--- src/rtl/dmem_arbiter_if.sv ---
// rtl/dmem_arbiter_if.sv - requester and data-memory bus bundle for dmem_arbiter
interface dmem_arbiter_if;
  logic        m0_req;
  logic        m0_we;
  logic [31:0] m0_addr;
  logic [31:0] m0_wdata;
  logic        m0_gnt;
  logic        m0_rvalid;
  logic [31:0] m0_rdata;
  logic        m0_err;

  logic        m1_req;
  logic        m1_we;
  logic [31:0] m1_addr;
  logic [31:0] m1_wdata;
  logic        m1_lock;
  logic        m1_gnt;
  logic        m1_rvalid;
  logic [31:0] m1_rdata;
  logic        m1_err;

  logic        mem_we;
  logic [31:0] mem_addr;
  logic [31:0] mem_wdata;
  logic [31:0] mem_rdata;

  // arbiter side
  modport slave (
    input  m0_req, m0_we, m0_addr, m0_wdata,
    output m0_gnt, m0_rvalid, m0_rdata, m0_err,
    input  m1_req, m1_we, m1_addr, m1_wdata, m1_lock,
    output m1_gnt, m1_rvalid, m1_rdata, m1_err,
    output mem_we, mem_addr, mem_wdata,
    input  mem_rdata
  );

  // requesters plus memory side
  modport master (
    output m0_req, m0_we, m0_addr, m0_wdata,
    input  m0_gnt, m0_rvalid, m0_rdata, m0_err,
    output m1_req, m1_we, m1_addr, m1_wdata, m1_lock,
    input  m1_gnt, m1_rvalid, m1_rdata, m1_err,
    input  mem_we, mem_addr, mem_wdata,
    output mem_rdata
  );
endinterface

--- src/rtl/dmem_arbiter.sv ---
// rtl/dmem_arbiter.sv - two-port data memory arbiter with starvation guard and bounded lock
module dmem_arbiter #(
  parameter int DEPTH        = 1024,
  parameter int STARVE_LIMIT = 4,
  parameter int LOCK_MAX     = 8
) (
  input logic          clk,
  input logic          rst,
  dmem_arbiter_if.slave bus
);

  localparam int SW = $clog2(STARVE_LIMIT + 1);
  localparam int LW = $clog2(LOCK_MAX + 1);

  typedef enum logic {OPEN, LOCKED} lock_state_t;

  lock_state_t   state, state_nxt;
  logic [SW-1:0] starve_cnt, starve_nxt;
  logic [LW-1:0] lock_cnt, lock_cnt_nxt;
  logic          g0, g1;
  logic          in0, in1;

  assign in0 = bus.m0_addr < 32'(DEPTH);
  assign in1 = bus.m1_addr < 32'(DEPTH);

  // Grant selection: held lock (unless port 0 has waited out a full burst),
  // then starvation relief, then port 0 priority, then port 1.
  always_comb begin
    g0 = 1'b0;
    g1 = 1'b0;
    if (rst) begin
      g0 = 1'b0;
      g1 = 1'b0;
    end else if (bus.m1_req && state == LOCKED &&
                 !(bus.m0_req && lock_cnt == LW'(LOCK_MAX))) begin
      g1 = 1'b1;
    end else if (bus.m1_req && starve_cnt == SW'(STARVE_LIMIT)) begin
      g1 = 1'b1;
    end else if (bus.m0_req) begin
      g0 = 1'b1;
    end else if (bus.m1_req) begin
      g1 = 1'b1;
    end
  end

  assign bus.m0_gnt = g0;
  assign bus.m1_gnt = g1;

  // Memory drive: granted port's bus, zeros when idle, out-of-range writes dropped.
  always_comb begin
    bus.mem_we    = 1'b0;
    bus.mem_addr  = '0;
    bus.mem_wdata = '0;
    if (g0) begin
      bus.mem_we    = bus.m0_we & in0;
      bus.mem_addr  = bus.m0_addr;
      bus.mem_wdata = bus.m0_wdata;
    end else if (g1) begin
      bus.mem_we    = bus.m1_we & in1;
      bus.mem_addr  = bus.m1_addr;
      bus.mem_wdata = bus.m1_wdata;
    end
  end

  // Next lock state, starvation count and locked-burst length.
  always_comb begin
    state_nxt    = state;
    starve_nxt   = '0;
    lock_cnt_nxt = '0;
    // A forced port-0 slot leaves the lock in place so port 1 resumes next cycle.
    if (!bus.m1_req) begin
      state_nxt = OPEN;
    end else if (g1) begin
      state_nxt = bus.m1_lock ? LOCKED : OPEN;
    end
    if (bus.m1_req && !g1) begin
      starve_nxt = (starve_cnt == SW'(STARVE_LIMIT)) ? starve_cnt : starve_cnt + SW'(1);
    end
    if (g1 && state == LOCKED && bus.m0_req) begin
      lock_cnt_nxt = lock_cnt + LW'(1);
    end
  end

  // Arbitration state register.
  always_ff @(posedge clk or posedge rst) begin
    if (rst) begin
      state      <= OPEN;
      starve_cnt <= '0;
      lock_cnt   <= '0;
    end else begin
      state      <= state_nxt;
      starve_cnt <= starve_nxt;
      lock_cnt   <= lock_cnt_nxt;
    end
  end

  // Registered responses: one-cycle rvalid/err pulses, rdata held until next read.
  always_ff @(posedge clk or posedge rst) begin
    if (rst) begin
      bus.m0_rvalid <= 1'b0;
      bus.m0_err    <= 1'b0;
      bus.m0_rdata  <= '0;
      bus.m1_rvalid <= 1'b0;
      bus.m1_err    <= 1'b0;
      bus.m1_rdata  <= '0;
    end else begin
      bus.m0_rvalid <= g0 & ~bus.m0_we;
      bus.m0_err    <= g0 & ~in0;
      if (g0 && !bus.m0_we) begin
        bus.m0_rdata <= in0 ? bus.mem_rdata : '0;
      end
      bus.m1_rvalid <= g1 & ~bus.m1_we;
      bus.m1_err    <= g1 & ~in1;
      if (g1 && !bus.m1_we) begin
        bus.m1_rdata <= in1 ? bus.mem_rdata : '0;
      end
    end
  end

endmodule

--- src/flat_wrapper.sv ---
// flat-port wrapper written by rule: the top's interface ports become plain ports
module dmem_arbiter_flat 
#(
  parameter int DEPTH        = 1024,
  parameter int STARVE_LIMIT = 4,
  parameter int LOCK_MAX     = 8
)
  (clk, rst, bus_m0_req, bus_m0_we, bus_m0_addr, bus_m0_wdata, bus_m0_gnt, bus_m0_rvalid, bus_m0_rdata, bus_m0_err, bus_m1_req, bus_m1_we, bus_m1_addr, bus_m1_wdata, bus_m1_lock, bus_m1_gnt, bus_m1_rvalid, bus_m1_rdata, bus_m1_err, bus_mem_we, bus_mem_addr, bus_mem_wdata, bus_mem_rdata);
  dmem_arbiter_if bus_i ();
  input logic clk;
  input logic rst;
  input wire logic [$bits(bus_i.m0_req)-1:0] bus_m0_req;
  input wire logic [$bits(bus_i.m0_we)-1:0] bus_m0_we;
  input wire logic [$bits(bus_i.m0_addr)-1:0] bus_m0_addr;
  input wire logic [$bits(bus_i.m0_wdata)-1:0] bus_m0_wdata;
  output wire logic [$bits(bus_i.m0_gnt)-1:0] bus_m0_gnt;
  output wire logic [$bits(bus_i.m0_rvalid)-1:0] bus_m0_rvalid;
  output wire logic [$bits(bus_i.m0_rdata)-1:0] bus_m0_rdata;
  output wire logic [$bits(bus_i.m0_err)-1:0] bus_m0_err;
  input wire logic [$bits(bus_i.m1_req)-1:0] bus_m1_req;
  input wire logic [$bits(bus_i.m1_we)-1:0] bus_m1_we;
  input wire logic [$bits(bus_i.m1_addr)-1:0] bus_m1_addr;
  input wire logic [$bits(bus_i.m1_wdata)-1:0] bus_m1_wdata;
  input wire logic [$bits(bus_i.m1_lock)-1:0] bus_m1_lock;
  output wire logic [$bits(bus_i.m1_gnt)-1:0] bus_m1_gnt;
  output wire logic [$bits(bus_i.m1_rvalid)-1:0] bus_m1_rvalid;
  output wire logic [$bits(bus_i.m1_rdata)-1:0] bus_m1_rdata;
  output wire logic [$bits(bus_i.m1_err)-1:0] bus_m1_err;
  output wire logic [$bits(bus_i.mem_we)-1:0] bus_mem_we;
  output wire logic [$bits(bus_i.mem_addr)-1:0] bus_mem_addr;
  output wire logic [$bits(bus_i.mem_wdata)-1:0] bus_mem_wdata;
  input wire logic [$bits(bus_i.mem_rdata)-1:0] bus_mem_rdata;
  assign bus_i.m0_req = bus_m0_req;
  assign bus_i.m0_we = bus_m0_we;
  assign bus_i.m0_addr = bus_m0_addr;
  assign bus_i.m0_wdata = bus_m0_wdata;
  assign bus_m0_gnt = bus_i.m0_gnt;
  assign bus_m0_rvalid = bus_i.m0_rvalid;
  assign bus_m0_rdata = bus_i.m0_rdata;
  assign bus_m0_err = bus_i.m0_err;
  assign bus_i.m1_req = bus_m1_req;
  assign bus_i.m1_we = bus_m1_we;
  assign bus_i.m1_addr = bus_m1_addr;
  assign bus_i.m1_wdata = bus_m1_wdata;
  assign bus_i.m1_lock = bus_m1_lock;
  assign bus_m1_gnt = bus_i.m1_gnt;
  assign bus_m1_rvalid = bus_i.m1_rvalid;
  assign bus_m1_rdata = bus_i.m1_rdata;
  assign bus_m1_err = bus_i.m1_err;
  assign bus_mem_we = bus_i.mem_we;
  assign bus_mem_addr = bus_i.mem_addr;
  assign bus_mem_wdata = bus_i.mem_wdata;
  assign bus_i.mem_rdata = bus_mem_rdata;
  dmem_arbiter #(.DEPTH(DEPTH), .STARVE_LIMIT(STARVE_LIMIT), .LOCK_MAX(LOCK_MAX)) u_core (.clk(clk), .rst(rst), .bus(bus_i));
endmodule
--- config.mk ---
export PLATFORM = sky130hd
export DESIGN_NAME = dmem_arbiter_flat
export DESIGN_NICKNAME = d
export VERILOG_FILES = /design/src/rtl/dmem_arbiter_if.sv /design/src/rtl/dmem_arbiter.sv /design/src/flat_wrapper.sv
export SDC_FILE = /design/constraint.sdc
export NUM_CORES = 1
export LEC_CHECK = 0
export ABC_CLOCK_PERIOD_IN_PS = 8000
export BUFFER_PORTS_ARGS = -buffer_cell sky130_fd_sc_hd__buf_2
export CORE_AREA = 2 2 118 120
export DETAILED_ROUTE_END_ITERATION = 7
export DIE_AREA = 0 0 120 122
export PLACE_DENSITY = 0.76
export SLEW_MARGIN = 10
export SYNTH_ARGS = -nofsm -noshare
export SYNTH_HDL_FRONTEND = slang
export SYNTH_SLANG_ARGS = --single-unit
export TNS_END_PERCENT = 5
--- constraint.sdc ---
create_clock -name clk -period 8 [get_ports clk]
set_input_delay 1.2 -clock clk [delete_from_list [all_inputs] [get_ports clk]]
set_output_delay 1.2 -clock clk [all_outputs]
set_load 0.005 [all_outputs]
==> run summary <==
antenna-violating nets left - 0
placed cell areas - 5950 um^2
CTS tree - done
Seq/Total Area, Yosys - 0.437
maximum VDD drop - 81.4 uV
switching fraction of total power - 0.247
total via count after detailed routing - 4,194
largest net degree at the start of global routing - 77
post-synthesis net count - 540
setup TNS - 0 ps
critical setup path kind - in2out
number of buffers created by CTS - 9
capturing element type of the critical path - output port
final-layout worst hold slack - 492 ps
number of optimization iterations in the first detailed-route pass - 4
smallest setup slack after layout - 3950 ps
portion of total power attributed to sequential cells - 0.400
Layout Nets - 825
average cell area after synthesis - 11.8 um^2
htree depth - 3
post-route cell area - 6270 um^2
post-CTS setup buffers - 0
detail-routed net length per standard cell - 19.1 um
CTS resizes - 0
Critical Path RT - 6800 ps
EDFF count, synth - 0
number of DRC violations after detailed routing - 0
CTS clock-pin slew for the worst setup and hold paths - 60 ps
type of the worst min-delay path - reg2reg
Max Fclk - 247 MHz
initial core utilization - 0.323
vias per inst - 4.98
Total Routing Usage GR - 0.215
worst slack after detailed placement - 3930 ps
ratio of cells with drive above 1 in the final layout - 0.602
number of DRC markers in iteration 0 - 331
Gate power share - 0.160
fillers - 1,288
number of I/O port buffers - 301
unrepaired setup endpoints after global routing - false
Max Slew Vio Count - 0
floorplan row count - 43
die width - 120 um
portion of the clock cycle consumed by the worst path in the final layout - 0.506
floorplan die height - 122 um
Max clock buf depth - 2
cell count after synthesis - 369
Core Box Area - 13,500 um^2
CTS Root Buffer Type - clkbuf_16
most frequent cells in the layout - 301 x buf_2, 76 x dfrtp_1, 63 x a22o_1
Clock power frac - 0.440
Skew-Pair Late Insertion Delay - 330 ps
number of hold buffers added after CTS - 0
pwr/cell area - 155 nW/um^2
vias in the first global route - 4,005
sw power - 0.000240 W
Synth Warn # - 0
area of the die - 14,600 um^2
initial antenna violation count - 8
count of endpoints failing hold in the final timing report - 0
total global routing overflow - 0
final weighted congestion of routability-driven global placement - 0.899
total detailed-routing wirelength - 16,100 um
Area Growth Syn to Fin - 44.0%
clk sink count - 76
max capacitance violation total - 0
total power - 0.000973 W
global-route wire length before repair - 23,700 um
highest net fanout along the worst path - 2
data arrival at the endpoint of the critical path - 2850 ps
I/O pin count - 302
FF+latch count, synth - 76
Max-slew headroom - 0.348
proportion of register bits with asynchronous set or reset after synthesis - 1.00
total internal power - 0.000733 W
Final Setup Violations - 0
Detail Placement HPWL - 12,900 um
measured slew at the worst slew-check pin - 978 ps
startpoint type of the worst setup path - input port
summed instance area of the synthesized netlist - 4360 um^2
most common cell after layout, fill and taps aside - buf_2
setup skew after layout - 8.98 ps
Synth Flop Type - dfrtp_1
post-layout min period - 4050 ps
leakage power - 3.45 nW
unique cell type count in the Yosys netlist - 41
run status - complete, no violations
-- area by class of cell --
type                    instances  area [um^2]  share of cell area
flip-flops and latches         76         1900               0.303
diodes                          4         10.0             0.00160
inverters                       7         26.3             0.00419
well taps                     180          225              0.0359
clock buffers                   9          225              0.0359
repair buffers                309         1570               0.250
clock inverters                 6         87.6              0.0140
multi-input cells             251         2230               0.355
-- state kept, by name, indices dropped and copies added (netlist names) --
register,count
u_core.bus.m0_err,1
u_core.bus.m0_rdata,32
u_core.bus.m0_rvalid,1
u_core.bus.m1_err,1
u_core.bus.m1_rdata,32
u_core.bus.m1_rvalid,1
u_core.lock_cnt,4
u_core.starve_cnt,3
u_core.state,1
-- stage by stage --
| stage | utilization | cells |
|---|---|---|
| 5_1_grt | 0.464 | 840 |
| 2_1_floorplan | - | 369 |
| 3_3_place_gp | 0.441 | 823 |
| 6_report | 0.464 | 842 |
| 4_1_cts | 0.464 | 838 |
| 3_5_place_dp | 0.441 | 823 |
-- Yosys cell counts (2+ instances only) --
| master | instances | area share |
|---|---|---|
| o2bb2ai_1 | 2 | 0.0040 |
| nor4_1 | 8 | 0.011 |
| nand3_1 | 3 | 0.0034 |
| buf_2 | 11 | 0.013 |
| buf_12 | 3 | 0.014 |
| xnor2_1 | 2 | 0.0040 |
| a21boi_0 | 2 | 0.0034 |
| buf_1 | 5 | 0.0043 |
| nand2b_1 | 3 | 0.0043 |
| nor2_1 | 8 | 0.0069 |
| mux2_4 | 29 | 0.10 |
| and3_1 | 32 | 0.046 |
| a22o_1 | 63 | 0.13 |
| ha_1 | 4 | 0.011 |
| buf_6 | 4 | 0.010 |
| nand2_1 | 41 | 0.035 |
| clkbuf_1 | 12 | 0.010 |
| o2bb2ai_2 | 30 | 0.10 |
| mux2_2 | 3 | 0.0078 |
| inv_1 | 6 | 0.0052 |
| or4_1 | 3 | 0.0052 |
| dfrtp_1 | 76 | 0.44 |
-- worst paths after layout --
| path | from | to | slack, ps | depth (start not counted) |
|---|---|---|---|---|
| setup / recovery | bus_m1_addr[18] | bus_mem_we | 3950 | 6 |
| hold reg to reg | u_core.bus.m1_rdata[27]$_DFFE_PP0P_ | u_core.bus.m1_rdata[27]$_DFFE_PP0P_ | 490 | 1 |
| setup reg to reg | u_core.starve_cnt[0]$_DFFE_PP0P_ | u_core.bus.m1_rdata[22]$_DFFE_PP0P_ | 5320 | 9 |
| max in group asynchronous | rst | u_core.bus.m0_rdata[27]$_DFFE_PP0P_ | 6130 | 3 |
| hold / removal | u_core.bus.m1_rdata[27]$_DFFE_PP0P_ | u_core.bus.m1_rdata[27]$_DFFE_PP0P_ | 490 | 1 |
| min in group asynchronous | rst | u_core.state$_DFFE_PP0P_ | 1220 | 3 |
-- power groups by stage --
stage	registers [W]	clock network [W]	logic, W
2_1_floorplan	0.000396	0	0.0000669
3_3_place_gp	0.000396	0	0.000156
3_5_place_dp	0.000396	0	0.000157
4_1_cts	0.000389	0.000436	0.000157
5_1_grt	0.000390	0.000458	0.000170
6_report	0.000389	0.000428	0.000156
-- critical path: stages --
cell	delay, ps
buf_2	110
nor4_1	350
nand4_1	110
or4_2	710
o22ai_1	210
buf_2	150
-- layer usage --
metal / share of wire / GRT usage / vias up
met5: 0.0023 / 0 / -
met4: 0.012 / 0.0485 / 6
met3: 0.10 / 0.0904 / 23
met2: 0.47 / 0.345 / 200
met1: 0.41 / 0.271 / 1996
li1: - / - / 1969
-- cell families after synthesis --
family / count (synthesis) / synth area share
AO/OA/AOI/OAI: 105 / 0.253
XOR/XNOR: 3 / 0.00603
adder cells (fa/ha/maj): 4 / 0.0115
buffers and inverters: 42 / 0.0575
flip-flops: 76 / 0.437
multiplexers: 32 / 0.108
AND/OR/NAND/NOR: 107 / 0.128
Note: power is estimated with default switching activity, not from simulation.
